$ cat src/rtl/voice_fetch.sv
`default_nettype none
// ============================================================================
// Module      : voice_fetch
// Description : Playback-side RAM arbiter client. Holds NUM_VOICES one-shot
//               sample voices, each with its own start/end word address. On
//               every sample_tick it issues one tagged read per active voice,
//               spacing the requests REQ_GAP cycles apart. It collects the
//               tagged replies, mixes them with saturation and presents one
//               16-bit sample per frame.
// Ports       : clk/reset            - clock, synchronous active-high reset
//               sample_tick          - audio-rate frame strobe
//               trigger              - per-voice start pulses
//               cfg_*                - voice start/end address writes
//               playback_addr/r_id_in/playback_req - tagged read request out
//               data_ready/from_ram/r_id_out       - tagged reply in
//               audio_out/audio_valid              - mixed sample out
//               active               - per-voice playing flags
//               overrun/underrun     - dropped tick / reply timeout pulses
// Revision    : 1.0 - initial release
// ============================================================================
module voice_fetch #(
    parameter int NUM_VOICES = 4,
    parameter int ID_W       = 3,
    parameter int ADDR_W     = 27,
    parameter int REQ_GAP    = 4,
    parameter int TIMEOUT    = 1023
) (
    input  logic                  clk,
    input  logic                  reset,
    input  logic                  sample_tick,
    input  logic [NUM_VOICES-1:0] trigger,
    input  logic                  cfg_we,
    input  logic [ID_W-1:0]       cfg_voice,
    input  logic [ADDR_W-1:0]     cfg_start,
    input  logic [ADDR_W-1:0]     cfg_end,
    output logic [ADDR_W-1:0]     playback_addr,
    output logic [ID_W-1:0]       r_id_in,
    output logic                  playback_req,
    input  logic                  data_ready,
    input  logic [15:0]           from_ram,
    input  logic [ID_W-1:0]       r_id_out,
    output logic [15:0]           audio_out,
    output logic                  audio_valid,
    output logic [NUM_VOICES-1:0] active,
    output logic                  overrun,
    output logic                  underrun
);

    // Accumulator wide enough to sum NUM_VOICES full-scale samples.
    localparam int ACC_W = 16 + $clog2(NUM_VOICES);
    localparam int GAP_W = $clog2(REQ_GAP) + 1;
    localparam int TMR_W = $clog2(TIMEOUT + 1) + 1;

    localparam logic signed [ACC_W-1:0] C_SAT_MAX = ACC_W'(32'sd32767);
    localparam logic signed [ACC_W-1:0] C_SAT_MIN = ACC_W'(-32'sd32768);

    typedef enum logic [2:0] {
        S_IDLE  = 3'd0,
        S_ISSUE = 3'd1,
        S_GAP   = 3'd2,
        S_WAIT  = 3'd3,
        S_MIX   = 3'd4
    } state_t;

    state_t                   state_q;
    logic [NUM_VOICES-1:0]    pending_q;
    logic [NUM_VOICES-1:0]    outstanding_q;
    logic [NUM_VOICES-1:0]    outstanding_d;
    logic signed [ACC_W-1:0]  acc_q;
    logic [GAP_W-1:0]         gap_q;
    logic [TMR_W-1:0]         timer_q;
    logic [ADDR_W-1:0]        playback_addr_q;
    logic [ID_W-1:0]          r_id_in_q;
    logic                     playback_req_q;
    logic [15:0]              audio_out_q;
    logic                     audio_valid_q;
    logic                     overrun_q;
    logic                     underrun_q;

    logic [ADDR_W-1:0]        w_ptr [NUM_VOICES];
    logic [NUM_VOICES-1:0]    w_active;
    logic [NUM_VOICES-1:0]    w_sel_onehot;
    logic [ID_W-1:0]          w_sel_idx;
    logic [ADDR_W-1:0]        w_sel_ptr;
    logic [NUM_VOICES-1:0]    w_issue_en;
    logic [NUM_VOICES-1:0]    w_reply_hit;
    logic                     w_reply_any;
    logic signed [ACC_W-1:0]  w_reply_ext;
    logic [15:0]              w_sat;

    // Lowest pending voice wins; scanning downward leaves the lowest set bit.
    always_comb begin
        w_sel_onehot = '0;
        w_sel_idx    = '0;
        w_sel_ptr    = '0;
        for (int v = NUM_VOICES - 1; v >= 0; v--) begin
            if (pending_q[v]) begin
                w_sel_onehot    = '0;
                w_sel_onehot[v] = 1'b1;
                w_sel_idx       = ID_W'(v);
            end
        end
        for (int v = 0; v < NUM_VOICES; v++) begin
            if (w_sel_onehot[v]) begin
                w_sel_ptr = w_ptr[v];
            end
        end
    end

    // Only replies whose tag is still outstanding are accepted; tags beyond
    // NUM_VOICES never match any voice.
    always_comb begin
        w_reply_hit = '0;
        for (int v = 0; v < NUM_VOICES; v++) begin
            if (data_ready && outstanding_q[v] && (r_id_out == ID_W'(v))) begin
                w_reply_hit[v] = 1'b1;
            end
        end
    end

    assign w_reply_any   = |w_reply_hit;
    assign w_reply_ext   = {{(ACC_W-16){from_ram[15]}}, from_ram};
    assign w_issue_en    = (state_q == S_ISSUE) ? w_sel_onehot : '0;
    assign outstanding_d = (outstanding_q & ~w_reply_hit) | w_issue_en;

    always_comb begin
        if (acc_q > C_SAT_MAX) begin
            w_sat = 16'h7FFF;
        end else if (acc_q < C_SAT_MIN) begin
            w_sat = 16'h8000;
        end else begin
            w_sat = acc_q[15:0];
        end
    end

    // Per-voice configuration, pointer and playing flag.
    for (genvar v = 0; v < NUM_VOICES; v++) begin : g_voice
        logic [ADDR_W-1:0] start_q;
        logic [ADDR_W-1:0] end_q;
        logic [ADDR_W-1:0] ptr_q;
        logic              active_q;
        logic              w_cfg_hit;
        logic [ADDR_W-1:0] w_ptr_inc;

        assign w_cfg_hit = cfg_we && (cfg_voice == ID_W'(v));
        assign w_ptr_inc = ptr_q + ADDR_W'(1);

        always_ff @(posedge clk) begin
            if (reset) begin
                start_q  <= '0;
                end_q    <= '0;
                ptr_q    <= '0;
                active_q <= 1'b0;
            end else begin
                if (w_cfg_hit) begin
                    start_q <= cfg_start;
                    end_q   <= cfg_end;
                end
                // A trigger overrides a same-cycle fetch of this voice: the
                // fetch already used the old pointer, the restart wins after.
                if (trigger[v] && (start_q != end_q)) begin
                    ptr_q    <= start_q;
                    active_q <= 1'b1;
                end else if (w_issue_en[v]) begin
                    ptr_q <= w_ptr_inc;
                    if (w_ptr_inc == end_q) begin
                        active_q <= 1'b0;
                    end
                end
            end
        end

        assign w_ptr[v]    = ptr_q;
        assign w_active[v] = active_q;
    end

    // Frame sequencer with registered request/audio outputs.
    always_ff @(posedge clk) begin
        if (reset) begin
            state_q         <= S_IDLE;
            pending_q       <= '0;
            outstanding_q   <= '0;
            acc_q           <= '0;
            gap_q           <= '0;
            timer_q         <= '0;
            playback_addr_q <= '0;
            r_id_in_q       <= '0;
            playback_req_q  <= 1'b0;
            audio_out_q     <= '0;
            audio_valid_q   <= 1'b0;
            overrun_q       <= 1'b0;
            underrun_q      <= 1'b0;
        end else begin
            playback_req_q <= 1'b0;
            audio_valid_q  <= 1'b0;
            underrun_q     <= 1'b0;
            overrun_q      <= sample_tick && (state_q != S_IDLE);
            outstanding_q  <= outstanding_d;

            // Nothing is outstanding in IDLE, so clearing on the tick never
            // drops a reply.
            if ((state_q == S_IDLE) && sample_tick) begin
                acc_q <= '0;
            end else if (w_reply_any) begin
                acc_q <= acc_q + w_reply_ext;
            end

            case (state_q)
                S_IDLE: begin
                    if (sample_tick) begin
                        pending_q <= w_active;
                        state_q   <= (w_active == '0) ? S_MIX : S_ISSUE;
                    end
                end
                S_ISSUE: begin
                    playback_req_q  <= 1'b1;
                    playback_addr_q <= w_sel_ptr;
                    r_id_in_q       <= w_sel_idx;
                    pending_q       <= pending_q & ~w_sel_onehot;
                    gap_q           <= '0;
                    timer_q         <= '0;
                    state_q         <= S_GAP;
                end
                S_GAP: begin
                    timer_q <= timer_q + TMR_W'(1);
                    if (gap_q == GAP_W'(REQ_GAP - 2)) begin
                        state_q <= (pending_q != '0) ? S_ISSUE : S_WAIT;
                    end else begin
                        gap_q <= gap_q + GAP_W'(1);
                    end
                end
                S_WAIT: begin
                    if (outstanding_q == '0) begin
                        state_q <= S_MIX;
                    end else if (timer_q == TMR_W'(TIMEOUT - 1)) begin
                        // Abandon missing replies so late ones are ignored.
                        underrun_q    <= 1'b1;
                        outstanding_q <= '0;
                        state_q       <= S_MIX;
                    end else begin
                        timer_q <= timer_q + TMR_W'(1);
                    end
                end
                S_MIX: begin
                    audio_out_q   <= w_sat;
                    audio_valid_q <= 1'b1;
                    state_q       <= S_IDLE;
                end
                default: begin
                    state_q <= S_IDLE;
                end
            endcase
        end
    end

    assign playback_addr = playback_addr_q;
    assign r_id_in       = r_id_in_q;
    assign playback_req  = playback_req_q;
    assign audio_out     = audio_out_q;
    assign audio_valid   = audio_valid_q;
    assign active        = w_active;
    assign overrun       = overrun_q;
    assign underrun      = underrun_q;

endmodule
`default_nettype wire

$ cat config.mk
export PLATFORM = sky130hd
export DESIGN_NAME = voice_fetch
export DESIGN_NICKNAME = d
export VERILOG_FILES = /design/src/rtl/voice_fetch.sv
export SDC_FILE = /design/constraint.sdc
export NUM_CORES = 1
export LEC_CHECK = 0
export ABC_AREA = 1
export BUFFER_PORTS_ARGS = -buffer_cell sky130_fd_sc_hd__buf_4
export CELL_PAD_IN_SITES_DETAIL_PLACEMENT = 1
export CELL_PAD_IN_SITES_GLOBAL_PLACEMENT = 1
export CORE_UTILIZATION = 48
export CTS_CLUSTER_SIZE = 12
export DETAILED_ROUTE_END_ITERATION = 10
export PLACE_DENSITY = 0.91
export SYNTH_ARGS = -nofsm -noshare
export SYNTH_HDL_FRONTEND = slang
export SYNTH_SLANG_ARGS = --single-unit
$ cat constraint.sdc
create_clock -name clk -period 4.8 [get_ports clk]
set_input_delay 0.48 -clock clk [delete_from_list [all_inputs] [get_ports clk]]
set_output_delay 0.48 -clock clk [all_outputs]
set_load 0.05 [all_outputs]
==> out/results.txt <==
clk slew on worst S/H paths: 0.06 ns
status: complete, no violations
mapped cell area: 23,700 µm²
Worst-Skew Late Latency: 0.61 ns
total gr overflow: 0
Synth cell types: 53
input/output buffers: 137
Routed Antenna Nets: 0
#FFs+latches synth: 420
routed length on met3: 9.52 mm
routed wire length: 102 mm
most frequent cells in the layout: nand2_1, inv_1, dfxtp_1, nor2_1, o21ai_0
Total GRT Usage: 40.0%
Die ar.: 50,300 µm²
largest net degree at the start of global routing: 116
first-pass GRT wire length: 151 mm
final cell count without fillers: 4,337
power per standard cell area: 341 nW/µm²
slowest CP cell: nand2_1
via count: 25,700
initial antenna violation count: 14
Setup Buffers After CTS: 0
Critical Path Fanout Max: 26
Initial Utilization: 48.5%
area delta synth->final: 12.8%
vias in the first global route: 25,100
CTS hold repair buffers: 0
DRC: 0
crit path buf inv count: 3
Nets: 3,743
number of warnings issued by yosys: 0
post-layout instance area: 26,700 µm²
IO Count: 139
core area: 48,800 µm²
GPL Wtd Cong: 1.00
DR WL/cell: 23.6 µm
Final HPWL DP: 72.5 mm
Worst Path Required: 5.24 ns
leading cell type in the layout, fill and taps excluded: nand2_1
# clock sinks: 420
synthesized instance count: 3,575
crit start category: flop
largest area contributor in the netlist: dfxtp_1
Worst Path Arrival: 3.58 ns
CTS tree: done
DR WL met2: 44.4 mm
Bufs on Longest Clock Path: 3
Crit Path Class: flop to flop
mean post-synth cell area: 6.63 µm²
placed cell areas: 25,100 µm²
Placed Cells incl. Taps: 4,246
Max-Cap Viols: 0
worst clock skew: 0.0227 ns
CP delay by family, top: simple AND/OR/NAND/NOR gates
row count: 81
initial drt markers: 2,582
Resize count post-CTS: 0
H-tree depth: 2
Die Width: 224 µm
Fin. Hold Viols: 0
ratio of cells with drive above 1 in the final layout: 9.11%
Crit. End Element: flop
leakage: 0.0110 µW
critical path's largest stage delay: 0.53 ns
Seq/Total Area, Yosys: 35.5%
CTS Buf Count: 48
Final Cycle Share: 65.4%
share of the synthesized area in the top cell type: 35.5%
worst path cell trace: nor2_1 > inv_2 > nor2_4 > inv_1 > nor2_4 > inv_2 > nand2_1 > nand3_1 > nor2_1 > nand3_1 > nand2_1 > a21oi_2
Hold WS: 0.213 ns
Fin Setup TNS: 0 ns
DR top layer: met5
root buffer cell: clkbuf_16
Max-Slew Margin vs Limit: 19.9%
RSZ-0062 raised after global routing: no
worst-margin pin slew: 1.20 ns
HP Class: input port to flop
die height: 224 µm
final core utilization: 54.7%
vias per cell: 5.93
VDD IR max: 212 µV
Synth area leaders: dfxtp_1, nand2_1, inv_1, o21ai_0, nor2_1
fmax: 0.319 GHz
WL met1: 40.6 mm
fin crit period: 3.14 ns
Final setup viols: 0
Mapped Nets: 3,686
reg2reg setup slack: 1.66 ns
Pre-Repair DR Iteration Count: 6
max-slew violation count: 0
[power breakdown]
group | total, µW | switching, µW | internal, µW
Sequential | 3770 | 145 | 3620
Combinational | 1490 | 1100 | 393
Clock | 3840 | 1590 | 2250
[metal layers]
metal	vias to the layer above	GRT usage [%]
met5	-	0
met4	4	28.7
met3	298	8.84
met2	1117	61.3
met1	12500	49.8
li1	11800	-
[path summary, 6_finish.rpt]
| check | startpoint | end | cells after the start |
|---|---|---|---|
| worst max register to register | pending_q[0] | g_voice[2].active_q | 12 |
| worst min-delay path | sample_tick | overrun | 3 |
| worst max-delay path | pending_q[0] | g_voice[2].active_q | 12 |
| worst min register to register | audio_out[7] | audio_out[7] | 2 |
[synthesized netlist by cell type (all sizes together)]
cell,n
xor3,1
fa,1
a31oi,44
nand3,200
ha,25
o21ai,332
conb,1
or2,4
xnor3,9
nor2,421
clkbuf,102
nor3,53
o22ai,91
o21bai,11
nor4,4
a21o,2
nand3b,9
xnor2,61
o221ai,48
buf,43
o211ai,11
nor3b,2
nand2,817
nand4,30
inv,461
a211oi,5
a21boi,1
xor2,70
a221oi,3
and2,4
o31ai,1
clkinv,5
o211a,1
dfxtp,420
a21oi,280
a2111oi,2
[tightest hold or removal path, cell delays in order]
cell and delay, ns:
buf_4 0.12, inv_1 0.08, nor3_1 0.07
[registers in the layout (all words and copies together) (netlist names), 3 cells and up]
signal / cells
g_voice.ptr_q: 108
acc_q: 18
outstanding_q: 4
audio_out: 16
pending_q: 4
g_voice.active_q: 4
state_q: 3
g_voice.start_q: 108
playback_addr: 27
timer_q: 11
g_voice.end_q: 108
gap_q: 3
[logic make-up (layout without fill, tap and decap cells)]
| group | count (synthesis) | after routing | synth area share, % |
|---|---|---|---|
| and+or+nand+nor | 1544 | 1544 | 27.7 |
| AOI/OAI and AO/OA | 832 | 832 | 19.6 |
| buffers and inverters | 611 | 701 | 9.93 |
| DFF | 420 | 420 | 35.5 |
| xor gates and xnor gates | 141 | 141 | 5.86 |
| adders and majority gates | 26 | 26 | 1.40 |
| other | 1 | 9 | 0.0158 |
[layout make-up]
cell class	count	area, µm²
fillers	6574	22100
flip-flops and latches	420	8410
inverters	466	1750
clock buffers	69	1450
diodes	8	20.0
clock inverters	14	155
multi-input cells	2544	13000
repair buffers	152	1140
well taps	664	831
[stage by stage]
| stage | setup WS (ns) | power, µW |
|---|---|---|
| 3_5_place_dp | 1.75 | 5270 |
| 4_1_cts | 1.70 | 9070 |
| 6_report | 1.66 | 9100 |
| 5_1_grt | 1.50 | 9360 |
| 3_3_place_gp | 1.77 | 5230 |
| 2_1_floorplan | 2.44 | 4720 |
Note: power is estimated with default switching activity, not from simulation.
